==> config.mk <==
export PLATFORM = sky130hd
export DESIGN_NAME = vec_mem_seq
export DESIGN_NICKNAME = d
export VERILOG_FILES = /design/src/rtl/vec_mem_seq.sv
export SDC_FILE = /design/constraint.sdc
export NUM_CORES = 1
export LEC_CHECK = 0
export BUFFER_PORTS_ARGS = -buffer_cell sky130_fd_sc_hd__buf_2
export CAP_MARGIN = 20
export CORE_AREA = 2 2 346 348
export CTS_BUF_LIST = sky130_fd_sc_hd__clkbuf_8
export DETAILED_ROUTE_END_ITERATION = 8
export DIE_AREA = 0 0 348 350
export MAX_ROUTING_LAYER = met4
export PLACE_DENSITY = 0.43
export SETUP_SLACK_MARGIN = 0.15
export SLEW_MARGIN = 20
export SYNTH_ARGS = -nofsm -noshare
export SYNTH_HDL_FRONTEND = slang
export SYNTH_SLANG_ARGS = --single-unit
==> constraint.sdc <==
create_clock -name clk -period 7.62 [get_ports clk]
set_input_delay 1.524 -clock clk [delete_from_list [all_inputs] [get_ports clk]]
set_output_delay 1.524 -clock clk [all_outputs]
set_load 0.05 [all_outputs]
==> src/rtl/vec_mem_seq.sv <==
// vec_mem_seq: vector load/store sequencer driving the multi-port vector
// data memory (4 write-data ports, 8 read-data ports, word addresses).
//
// Accepts one request (base word address, beat count, direction) in IDLE
// and walks it beat by beat:
//   store: each st_valid/st_ready handshake writes 4 words on the next cycle
//   load : each capture reads 8 words and presents them on ld_data
//
// Ports
//   clk, rst                  clock (rising edge), synchronous active-high reset
//   start, op, base, beats    request strobe, 0=load/1=store, first word address,
//                             beat count (clamped to MAX_BEATS)
//   busy, done                request in flight, one-cycle completion pulse
//   st_valid, st_ready,       store-data handshake, 4 words packed
//   st_data                   (word k in bits [32k+31:32k])
//   ld_valid, ld_ready,       load-data handshake, 8 words packed the same way
//   ld_data
//   mem_we, mem_wr_addr,      memory write port (registered)
//   mem_wd1..mem_wd4
//   mem_rd_addr, mem_rd1..8   memory read port; read data is combinational
//
// Configuration
//   VEC_MEM_SEQ_STRIDE_EN     when defined, adds a 16-bit `stride` input
//                             (word units) used as the per-beat increment for
//                             both directions; otherwise the increment is 4
//                             for stores and 8 for loads.
module vec_mem_seq #(
  parameter  int unsigned MAX_BEATS = 16,
  localparam int unsigned BEATS_W   = $clog2(MAX_BEATS + 1),
  localparam int unsigned WORD_W    = 32,
  localparam int unsigned ST_WORDS  = 4,
  localparam int unsigned LD_WORDS  = 8
) (
  input  logic                         clk,
  input  logic                         rst,
  input  logic                         start,
  input  logic                         op,
  input  logic [WORD_W-1:0]            base,
  input  logic [BEATS_W-1:0]           beats,
`ifdef VEC_MEM_SEQ_STRIDE_EN
  input  logic [15:0]                  stride,
`endif
  output logic                         busy,
  output logic                         done,
  input  logic                         st_valid,
  output logic                         st_ready,
  input  logic [ST_WORDS*WORD_W-1:0]   st_data,
  output logic                         ld_valid,
  input  logic                         ld_ready,
  output logic [LD_WORDS*WORD_W-1:0]   ld_data,
  output logic                         mem_we,
  output logic [WORD_W-1:0]            mem_wr_addr,
  output logic [WORD_W-1:0]            mem_rd_addr,
  output logic [WORD_W-1:0]            mem_wd1,
  output logic [WORD_W-1:0]            mem_wd2,
  output logic [WORD_W-1:0]            mem_wd3,
  output logic [WORD_W-1:0]            mem_wd4,
  input  logic [WORD_W-1:0]            mem_rd1,
  input  logic [WORD_W-1:0]            mem_rd2,
  input  logic [WORD_W-1:0]            mem_rd3,
  input  logic [WORD_W-1:0]            mem_rd4,
  input  logic [WORD_W-1:0]            mem_rd5,
  input  logic [WORD_W-1:0]            mem_rd6,
  input  logic [WORD_W-1:0]            mem_rd7,
  input  logic [WORD_W-1:0]            mem_rd8
);

  localparam int unsigned ST_INC = 4;
  localparam int unsigned LD_INC = 8;

  typedef enum logic [1:0] {
    IDLE  = 2'd0,
    STORE = 2'd1,
    LOAD  = 2'd2,
    FIN   = 2'd3
  } state_t;

  state_t                              state_q, state_d;
  logic [WORD_W-1:0]                   addr_q, addr_d;
  logic [BEATS_W-1:0]                  cnt_q, cnt_d;
  logic                                busy_q, busy_d;
  logic                                done_q, done_d;
  logic                                st_ready_q, st_ready_d;
  logic                                ld_valid_q, ld_valid_d;
  logic [LD_WORDS*WORD_W-1:0]          ld_data_q, ld_data_d;
  logic                                mem_we_q, mem_we_d;
  logic [WORD_W-1:0]                   wr_addr_q, wr_addr_d;
  logic [ST_WORDS-1:0][WORD_W-1:0]     wd_q, wd_d;

  logic [BEATS_W-1:0]                  beats_clamp_c;
  logic [WORD_W-1:0]                   inc_c;
  logic [LD_WORDS*WORD_W-1:0]          rd_words_c;

  // Out-of-range beat counts saturate at MAX_BEATS.
  always_comb begin
    beats_clamp_c = beats;
    if (beats > BEATS_W'(MAX_BEATS)) begin
      beats_clamp_c = BEATS_W'(MAX_BEATS);
    end
  end

`ifdef VEC_MEM_SEQ_STRIDE_EN
  logic [15:0] stride_q, stride_d;

  always_comb begin
    stride_d = stride_q;
    if (state_q == IDLE && start) begin
      stride_d = stride;
    end
  end

  always_ff @(posedge clk) begin
    if (rst) begin
      stride_q <= 16'd0;
    end else begin
      stride_q <= stride_d;
    end
  end

  assign inc_c = WORD_W'(stride_q);
`else
  // Direction is implied by the active state, so no op register is kept.
  assign inc_c = (state_q == STORE) ? WORD_W'(ST_INC) : WORD_W'(LD_INC);
`endif

  assign rd_words_c = {mem_rd8, mem_rd7, mem_rd6, mem_rd5,
                       mem_rd4, mem_rd3, mem_rd2, mem_rd1};

  // Next-state and registered-output logic.
  always_comb begin
    state_d    = state_q;
    addr_d     = addr_q;
    cnt_d      = cnt_q;
    st_ready_d = st_ready_q;
    ld_valid_d = ld_valid_q;
    ld_data_d  = ld_data_q;
    mem_we_d   = 1'b0;
    wr_addr_d  = wr_addr_q;
    wd_d       = wd_q;

    unique case (state_q)
      IDLE: begin
        if (start) begin
          addr_d = base;
          cnt_d  = beats_clamp_c;
          if (beats_clamp_c == '0) begin
            state_d = FIN;
          end else if (op) begin
            state_d    = STORE;
            st_ready_d = 1'b1;
          end else begin
            state_d = LOAD;
          end
        end
      end

      STORE: begin
        // The cycle with the counter at zero lets the final write retire
        // before the done pulse.
        if (cnt_q == '0) begin
          state_d = FIN;
        end else if (st_valid && st_ready_q) begin
          mem_we_d  = 1'b1;
          wr_addr_d = addr_q;
          wd_d      = st_data;
          addr_d    = addr_q + inc_c;
          cnt_d     = cnt_q - BEATS_W'(1);
          if (cnt_q == BEATS_W'(1)) begin
            st_ready_d = 1'b0;
          end
        end
      end

      LOAD: begin
        // The output register is free when empty or being drained.
        if (!ld_valid_q || ld_ready) begin
          if (cnt_q != '0) begin
            ld_data_d  = rd_words_c;
            ld_valid_d = 1'b1;
            addr_d     = addr_q + inc_c;
            cnt_d      = cnt_q - BEATS_W'(1);
          end else begin
            ld_valid_d = 1'b0;
            state_d    = FIN;
          end
        end
      end

      FIN: begin
        state_d = IDLE;
      end

      default: begin
        state_d = IDLE;
      end
    endcase

    busy_d = (state_d != IDLE);
    done_d = (state_d == FIN) && (state_q != FIN);
  end

  // State and output registers.
  always_ff @(posedge clk) begin
    if (rst) begin
      state_q    <= IDLE;
      addr_q     <= '0;
      cnt_q      <= '0;
      busy_q     <= 1'b0;
      done_q     <= 1'b0;
      st_ready_q <= 1'b0;
      ld_valid_q <= 1'b0;
      ld_data_q  <= '0;
      mem_we_q   <= 1'b0;
      wr_addr_q  <= '0;
      wd_q       <= '0;
    end else begin
      state_q    <= state_d;
      addr_q     <= addr_d;
      cnt_q      <= cnt_d;
      busy_q     <= busy_d;
      done_q     <= done_d;
      st_ready_q <= st_ready_d;
      ld_valid_q <= ld_valid_d;
      ld_data_q  <= ld_data_d;
      mem_we_q   <= mem_we_d;
      wr_addr_q  <= wr_addr_d;
      wd_q       <= wd_d;
    end
  end

  assign busy        = busy_q;
  assign done        = done_q;
  assign st_ready    = st_ready_q;
  assign ld_valid    = ld_valid_q;
  assign ld_data     = ld_data_q;
  assign mem_we      = mem_we_q;
  assign mem_wr_addr = wr_addr_q;
  assign mem_rd_addr = addr_q;
  assign mem_wd1     = wd_q[0];
  assign mem_wd2     = wd_q[1];
  assign mem_wd3     = wd_q[2];
  assign mem_wd4     = wd_q[3];

endmodule

Word level (Yosys, flattened, before mapping)
Index checks and enable logic that the tools add are counted.
{"block": "op_classes", "mux": 30, "n_reduce_logical": 17, "order_cmp": 1, "n_addsub": 2, "n_bitwise": 2, "eq_ne": 14}
{"operator": "$mux 32", "count": 5}
{"operator": "$pmux 32 s3", "count": 1}
{"operator": "$add 32x4->32", "count": 1}
{"operator": "$mux 5", "count": 6}
{"operator": "$pmux 5 s3", "count": 1}
{"operator": "$ne 2x2->1 const B", "count": 7}
{"operator": "$mux 2", "count": 6}
{"operator": "$logic_not 5->1", "count": 2}
{"operator": "$mux 1", "count": 8}
{"operator": "$pmux 2 s4", "count": 1}
{"operator": "$reduce_and 7->1", "count": 1}
{"operator": "$eq 2x2->1 const B", "count": 3}
{"operator": "$reduce_and 3->1", "count": 2}
{"operator": "$reduce_and 6->1", "count": 1}
{"operator": "$eq 5x1->1 const B", "count": 1}
{"operator": "$gt 5x5->1 const B", "count": 1}
{"operator": "$reduce_bool 5->1", "count": 1}
{"operator": "$sub 5x1->5 const B", "count": 1}
{"operator": "$mux 4", "count": 1}
{"operator": "$ne 2x1->1 const B", "count": 2}
{"operator": "$reduce_bool 2->1", "count": 2}
{"operator": "$reduce_bool 3->1", "count": 1}
{"operator": "$reduce_or 3->1", "count": 1}
{"operator": "$eq 2x1->1 const B", "count": 1}
{"operator": "7 further kinds", "count": 9}
{"block": "totals", "inputBits": 427, "ff_bits": 460, "out_inout_bits": 453}

Depth between registers and ports, before layout
Gate-level depths: netlist of the first run.
{"block": "logic_depth", "word_depth": 8, "ltp_mapped": 10, "ltp_nobuf": 9}

Least setup slack after synthesis of the first run
OpenSTA, ideal clock, no wires.
{"block": "synth_timing", "kind": "input to register", "startpoint": "in ld_ready", "endpoint": "reg cnt_q[0]", "cell_stages": 7, "required_time_ps": 7529, "path_buffers": 2, "setup_slack_ps": 4708, "arrival_time_ps": 2821, "path_cell_list": "inv_1 a311oi_1 o21a_1 buf_6 clkbuf_1 a21oi_1 a311oi_1"}
{"block": "synth_between", "elab_chain_len": 3}
{"item": "from (decl)", "line": "49", "rtl": "input logic ld_ready,"}
{"item": "$logic_or 1x1->1", "line": "176", "rtl": "if (!ld_valid_q || ld_ready) begin"}
{"item": "$ne 2x2->1 (no source line)"}
{"item": "$reduce_and 6->1 (no source line)"}
{"item": "to (signal assigned)", "line": "219", "rtl": "cnt_q <= cnt_d;"}
{"item": "to (decl)", "line": "80", "rtl": "logic [BEATS_W-1:0] cnt_q, cnt_d;"}
Every way passes these cells.
A chain may end at the register's enable or synchronous reset.

Worst setup path after layout of the first run
{"block": "layout_timing", "startpoint": "reg state_q[0]", "endpoint": "reg addr_q[30] (netlist: mem_rd_addr[30])"}
{"block": "layout_between", "elab_chain_len": 6}
{"item": "from (decl)", "line": "78", "rtl": "state_t state_q, state_d;"}
{"item": "from (signal assigned)", "line": "217", "rtl": "state_q <= state_d;"}
{"item": "$eq 2x1->1", "line": "123, 141"}
{"item": "$mux 4", "line": "123", "rtl": "assign inc_c = (state_q == STORE) ? WORD_W'(ST_INC) : WORD_W'(LD_INC);"}
{"item": "$add 32x4->32", "line": "166, 180"}
{"item": "$mux 32, on equally long branches", "line": "177, 162"}
{"item": "$mux 32, on equally long branches", "line": "176, 160"}
{"item": "$pmux 32 s3", "line": "141", "rtl": "unique case (state_q)"}
{"item": "to (signal assigned)", "line": "218", "rtl": "addr_q <= addr_d;"}
{"item": "to (decl)", "line": "79", "rtl": "logic [WORD_W-1:0] addr_q, addr_d;"}
Parallel ways exist; a longest one is shown, timed or not. The select of a mux whose other input is x is not followed.

==> out/summary.txt, run 1 <==
Asr flop ratio synth = 0
Vias = 18.0k
Pleak = 10.7 nW
Mapped Area = 0.0170 mm^2
Num CTS Buffers = 92
Count of cell types in the netlist = 53
Syn. warnings = 0
Largest net degree at the start of global routing = 182
Post-synth EDFFs = 0
Fill count = 13.4k
Synth cell count leaders = nand2_1, dfxtp_1, a21oi_1
Post-CTS Hold Fix Bufs = 0
H-tree Lvls = 3
Fmax = 292 MHz
Unrepaired setup endpoints after global routing = false
GPL Wtd Cong = 0.809
Cell count after synthesis = 2180
Gr ovfl total = 0
Clock skew = 0.0469 ns
Final net count = 3436
Slew HR = 0.268
Fin area = 0.0248 mm^2
Pins Over Slew Limit = 0
GRT Overall Usage = 0.129
Status = finished, final reports clean
Die Area = 0.122 mm^2
Min-delay worst type = reg2reg
CORE AREA = 0.118 mm^2
I/O Buffers = 879
Most used cell, CP = ha_1
First-pass GRT wire length = 115000 um
Max_cap viols = 0
Number of global-route vias before repair = 17.2k
Layout area overhead = 46.2%
Worst setup SP type = flip-flop
Count leader, synth = nand2_1
Clock transition at the registers of the reported paths = 0.06 ns
Worst setup path category = reg2reg
Synth area leader = dfxtp_1
Main flop type after synthesis = dfxtp_1
Drt drc = 0
TritonCTS clock tree = yes
Mean Syn Cell Area = 7.78 um^2
Worst-case clock buffer depth = 3
Yosys reg bits = 460
HPWL Detailed = 59700 um
Cells taking the most area after synthesis = dfxtp_1, nand2_1, a21oi_1
Worst path cell trace = ha_1, ha_1, fa_1, and3_1, nand3_1, o41ai_1, a21oi_1, a211oi_1
CP Data Required Time = 8.26 ns
Placed instance area = 0.0228 mm^2
Slew @ Worst Pin = 1.10 ns
WP buf/inv = 0
Maximum fanout along the worst path = 17
Final setup fails = 0
Top cell type's share of synthesized area = 0.543
Initial antenna violation count = 25
Vias per inst = 3.90
Top delay family on crit path = adder cells
Worst VDD drop = 237 uV
Setup bufs post-CTS = 0
Critical Path End Type = flip-flop
Final Total Pwr = 0.00974 W
Resized Gates After CTS = 0
Seq/Total Area, Yosys = 0.543
CTS root buffer = clkbuf_8
DRT Wirelength = 81900 um
# IOs = 880
ANT nets after route = 0
Layout cells sized above 1 = 0.337
Chip width = 348 um
WP data arrival = 4.07 ns
Drt pass-1 iters = 5
Die Y = 350 um
Worst skew pair latency = 0.73 ns
DR iter-0 viols = 996
Syn nets = 2618
Critical path's slowest cell = o41ai_1
Initial Utilization = 0.144
Pwr per Cell Area = 393 mW/mm^2
Num rows = 126
R2R Setup Slk = 4.19 ns
Setup TNS = 0 ns
Final worst path period share = 0.450
Fin. Hold Viols = 0
Max incr delay on CP = 0.67 ns
WL per Instance = 17.7 um
Final Critical Period = 3.43 ns
CTS sink count = 460
layer usage:
layer / global-route usage / up-vias / wire (um)
li1: - / 8857 / -
met1: 0.150 / 8356 / 34000
met2: 0.206 / 690 / 38400
met3: 0.0504 / 142 / 7680
met4: 0.0354 / 0 / 1770
met5: - / - / 0
final cells by class:
type	instances	area (um^2)	share of cell area
timing repair buffer	893	4580	0.185
clock buffer	111	1530	0.0616
antenna	15	37.5	0.00151
inverter	17	63.8	0.00257
sequential	460	9210	0.372
multi-input combinational	1534	7030	0.284
tap	1536	1920	0.0775
clock inverter	56	412	0.0166
report_power, final:
| group | switching, W | internal [W] |
|---|---|---|
| Combinational | 0.00297 | 0.000928 |
| Clock | 0.00119 | 0.00150 |
| Sequential | 0.000325 | 0.00282 |
| Total | 0.00449 | 0.00525 |
path summary, 6_finish.rpt:
kind                 from         endpoint  cells past startpoint
max            state_q[0]  mem_rd_addr[30]                      8
min reg2reg  ld_data[226]     ld_data[226]                      2
min          ld_data[226]     ld_data[226]                      2
max reg2reg    state_q[0]  mem_rd_addr[30]                      8
logic make-up (layout without fill, tap and decap cells):
group	count (synthesis)	after routing	synth area share
AOI/OAI and AO/OA	545	545	0.172
DFF	460	460	0.543
adders and majority gates	11	11	0.00856
muxes	6	6	0.00384
buffers and inverters	186	1077	0.0443
other	0	15	0
and+or+nand+nor	972	972	0.228
worst register-to-register path: stages (launching register included):
cell      delay (ns)
dfxtp_1         0.44
ha_1            0.52
ha_1            0.28
fa_1            0.22
and3_1          0.29
nand3_1         0.59
o41ai_1         0.68
a21oi_1         0.13
a211oi_1        0.21
flip-flops by register name (all words and copies together) (netlist names), 5 cells and up:
register and cells:
mem_wd2 32, mem_wd1 32, mem_wr_addr 32, cnt_q 5
mem_wd3 32, ld_data 256, mem_rd_addr 32, mem_wd4 32
cell usage in the layout (no fill, tap or decap), drive strengths merged, types with 3 or more instances in the layout:
cell type  netlist  layout
buf             39     893
nand2          862     862
dfxtp          460     460
a21oi          449     449
clkbuf         130     111
inv             17      61
o21ai           31      31
nor2            21      21
nand3           19      19
a211oi          16      16
diode            0      15
nor3            14      14
ha              10      10
o22ai            9       9
nor2b            9       9
a31oi            9       9
nor4             9       9
nand2b           7       7
and3             6       6
mux2i            5       5
and2             5       5
o2bb2ai          5       5
bufinv           0       5
clkinv           0       5
a21o             4       4
and4             4       4
o41ai            4       4
nor4b            3       3
or3              3       3
o211ai           3       3
nand4            3       3
through the flow:
stage | hold slack, ns | util | std cells | setup WS (ns)
after global routing | 0.464 | 0.210 | 4620 | 3.89
after global placement | 0.439 | 0.194 | 4440 | 3.94
final | 0.449 | 0.210 | 4622 | 4.19
after detailed placement | 0.443 | 0.194 | 4440 | 3.93
after CTS | 0.451 | 0.210 | 4607 | 4.19
after floorplan | 0.501 | - | 2180 | 4.71
No activity file was read; power rests on OpenSTA's default activity.
==> run 2, diff against run 1 <==
Clock period 7.62 ns to 3.4 ns, I/O delays scaled along.
==> run 2 against run 1 <==
Net effect: combinational power increased by 130%; wire length increased by 1.1%; first-iteration DRC count is 17% higher; fmax is 27% higher; non-clock buffer count is 43 higher; clock power up 110%; clock-buffer cell count is 2 lower; power rose by 120%; sequential power up 120%; worst hold slack worse by 0.26 ns; die area is the same; design area grew 0.82%; critical path type unchanged.
==> out/summary.txt, run 2 (synthesis gave the netlist of run 1 again) <==
Post-CTS Hold Fix Bufs = 0
DRT Wirelength = 82800 um
Layout cells sized above 1 = 0.347
H-tree Lvls = 3
Pwr per Cell Area = 865 mW/mm^2
Worst setup path category = reg2reg
Min-delay worst type = in2reg
Die Area = 0.122 mm^2
GR Util met2 = 0.204
Unrepaired setup endpoints after global routing = false
Most common cell after layout, fill and taps aside = buf_2
Setup bufs post-CTS = 0
Chip width = 348 um
First-pass GRT wire length = 115000 um
Maximum fanout along the worst path = 17
Clock skew = 0.0433 ns
GPL Wtd Cong = 0.798
Final Critical Period = 2.69 ns
Worst path cell trace = inv_1, ha_1, ha_1, fa_1, and3_1, nand3_1, buf_4, o41ai_1, a21oi_1, a211oi_1
Max_cap viols = 0
Die Y = 350 um
WL per Instance = 17.8 um
Gr ovfl total = 0
Layout area overhead = 47.4%
Fin. Hold Viols = 0
Commonest non-fill, non-tap cells in the layout = buf_2, nand2_1, dfxtp_1
Drt drc = 0
CTS root buffer = clkbuf_8
Final setup fails = 0
Global Route met1 Usage = 0.154
# IOs = 880
Num CTS Buffers = 88
Critical Path End Type = flip-flop
Most used cell, CP = ha_1
Final worst path period share = 0.792
CORE AREA = 0.118 mm^2
Number of global-route vias before repair = 17.1k
ANT nets after route = 0
Number of flip-flops in the largest register = 256
GRT Overall Usage = 0.131
Num rows = 126
HPWL Detailed = 62400 um
Initial antenna violation count = 32
Drt pass-1 iters = 5
Slew HR = 0.361
Final WS setup = 0.707 ns
Fin area = 0.0250 mm^2
Worst slack, placed = 0.730 ns
Vias = 18.1k
Initial Utilization = 0.144
TritonCTS clock tree = yes
Met3 Track Usage GR = 0.0518
Clock transition at the registers of the reported paths = 0.07 ns
CTS sink count = 460
Pins Over Slew Limit = 0
Status = finished, final reports clean
Pleak = 10.8 nW
Worst skew pair latency = 0.72 ns
Max incr delay on CP = 0.39 ns
Setup TNS = 0 ns
Final net count = 3475
Vias per inst = 3.88
Slew @ Worst Pin = 0.958 ns
Grt peak-use layer = met2
Worst-case clock buffer depth = 3
Critical path's slowest cell = ha_1
Placed instance area = 0.0232 mm^2
I/O Buffers = 879
Fmax = 371 MHz
WP data arrival = 3.32 ns
Worst setup SP type = flip-flop
Worst VDD drop = 523 uV
DR iter-0 viols = 1163
Largest net degree at the start of global routing = 115
Resized Gates After CTS = 0
CP Data Required Time = 4.03 ns
## run 2: cell types whose count changed in the layout (fill, tap and decap cells not counted), moves of 3 or more
cell / before / now
buf_12: 5 / 11
diode_2: 15 / 21
clkinv_8: 0 / 3
buf_4: 8 / 46
inv_1: 55 / 37
bufinv_16: 5 / 1
## run 2: routing by layer
| metal | share of wire | vias to the layer above | wire [um] |
|---|---|---|---|
| li1 | - | 8925 | - |
| met1 | 0.42 | 8293 | 34400 |
| met3 | 0.093 | 137 | 7660 |
| met2 | 0.47 | 696 | 38700 |
| met4 | 0.024 | 0 | 2020 |
| met5 | 0 | - | 0 |
## run 2: cell type report
class	count	area (um^2)
Fill cell	13400	92800
Sequential cell	460	9210
Multi-Input combinational cell	1534	7030
Timing Repair Buffer	936	4970
Tap cell	1536	1920
Clock buffer	109	1500
Clock inverter	36	233
Inverter	17	63.8
Antenna cell	21	52.6
## run 2: where the power goes
group / total (W) / switching, W / internal (W) / leakage, nW
logic: 0.00904 / 0.00677 / 0.00227 / 6.06
clock network: 0.00555 / 0.00259 / 0.00296 / 0.968
registers: 0.00703 / 0.000704 / 0.00633 / 3.73
## run 2: final timing paths
path | from | cells past startpoint | endpoint | slack, ns
worst max-delay path | state_q[1] | 10 | mem_rd_addr[30] | 0.71
worst min-delay path | mem_rd6[25] | 3 | ld_data[185] | 0.19
worst max register to register | state_q[1] | 10 | mem_rd_addr[30] | 0.71
worst min register to register | mem_wd1[7] | 2 | mem_wd1[7] | 0.45
## run 2: through the flow
step | utilization | instances | power, W | hold slack, ns
2_1_floorplan | - | 2180 | 0.0134 | 0.501
3_5_place_dp | 0.197 | 4483 | 0.0163 | 0.443
4_1_cts | 0.212 | 4628 | 0.0220 | 0.0850
3_3_place_gp | 0.197 | 4483 | 0.0163 | 0.439
5_1_grt | 0.212 | 4647 | 0.0230 | 0.0851
6_report | 0.212 | 4649 | 0.0216 | 0.191
## run 2: worst max-delay path: cells and delay by family, from the launching register on
kind                       cells  cell delay [ns]
DFF                            1             0.35
AOI/OAI and AO/OA              3             0.72
buffers and inverters          2             0.33
and+or+nand+nor                2             0.35
adders and majority gates      3             0.88
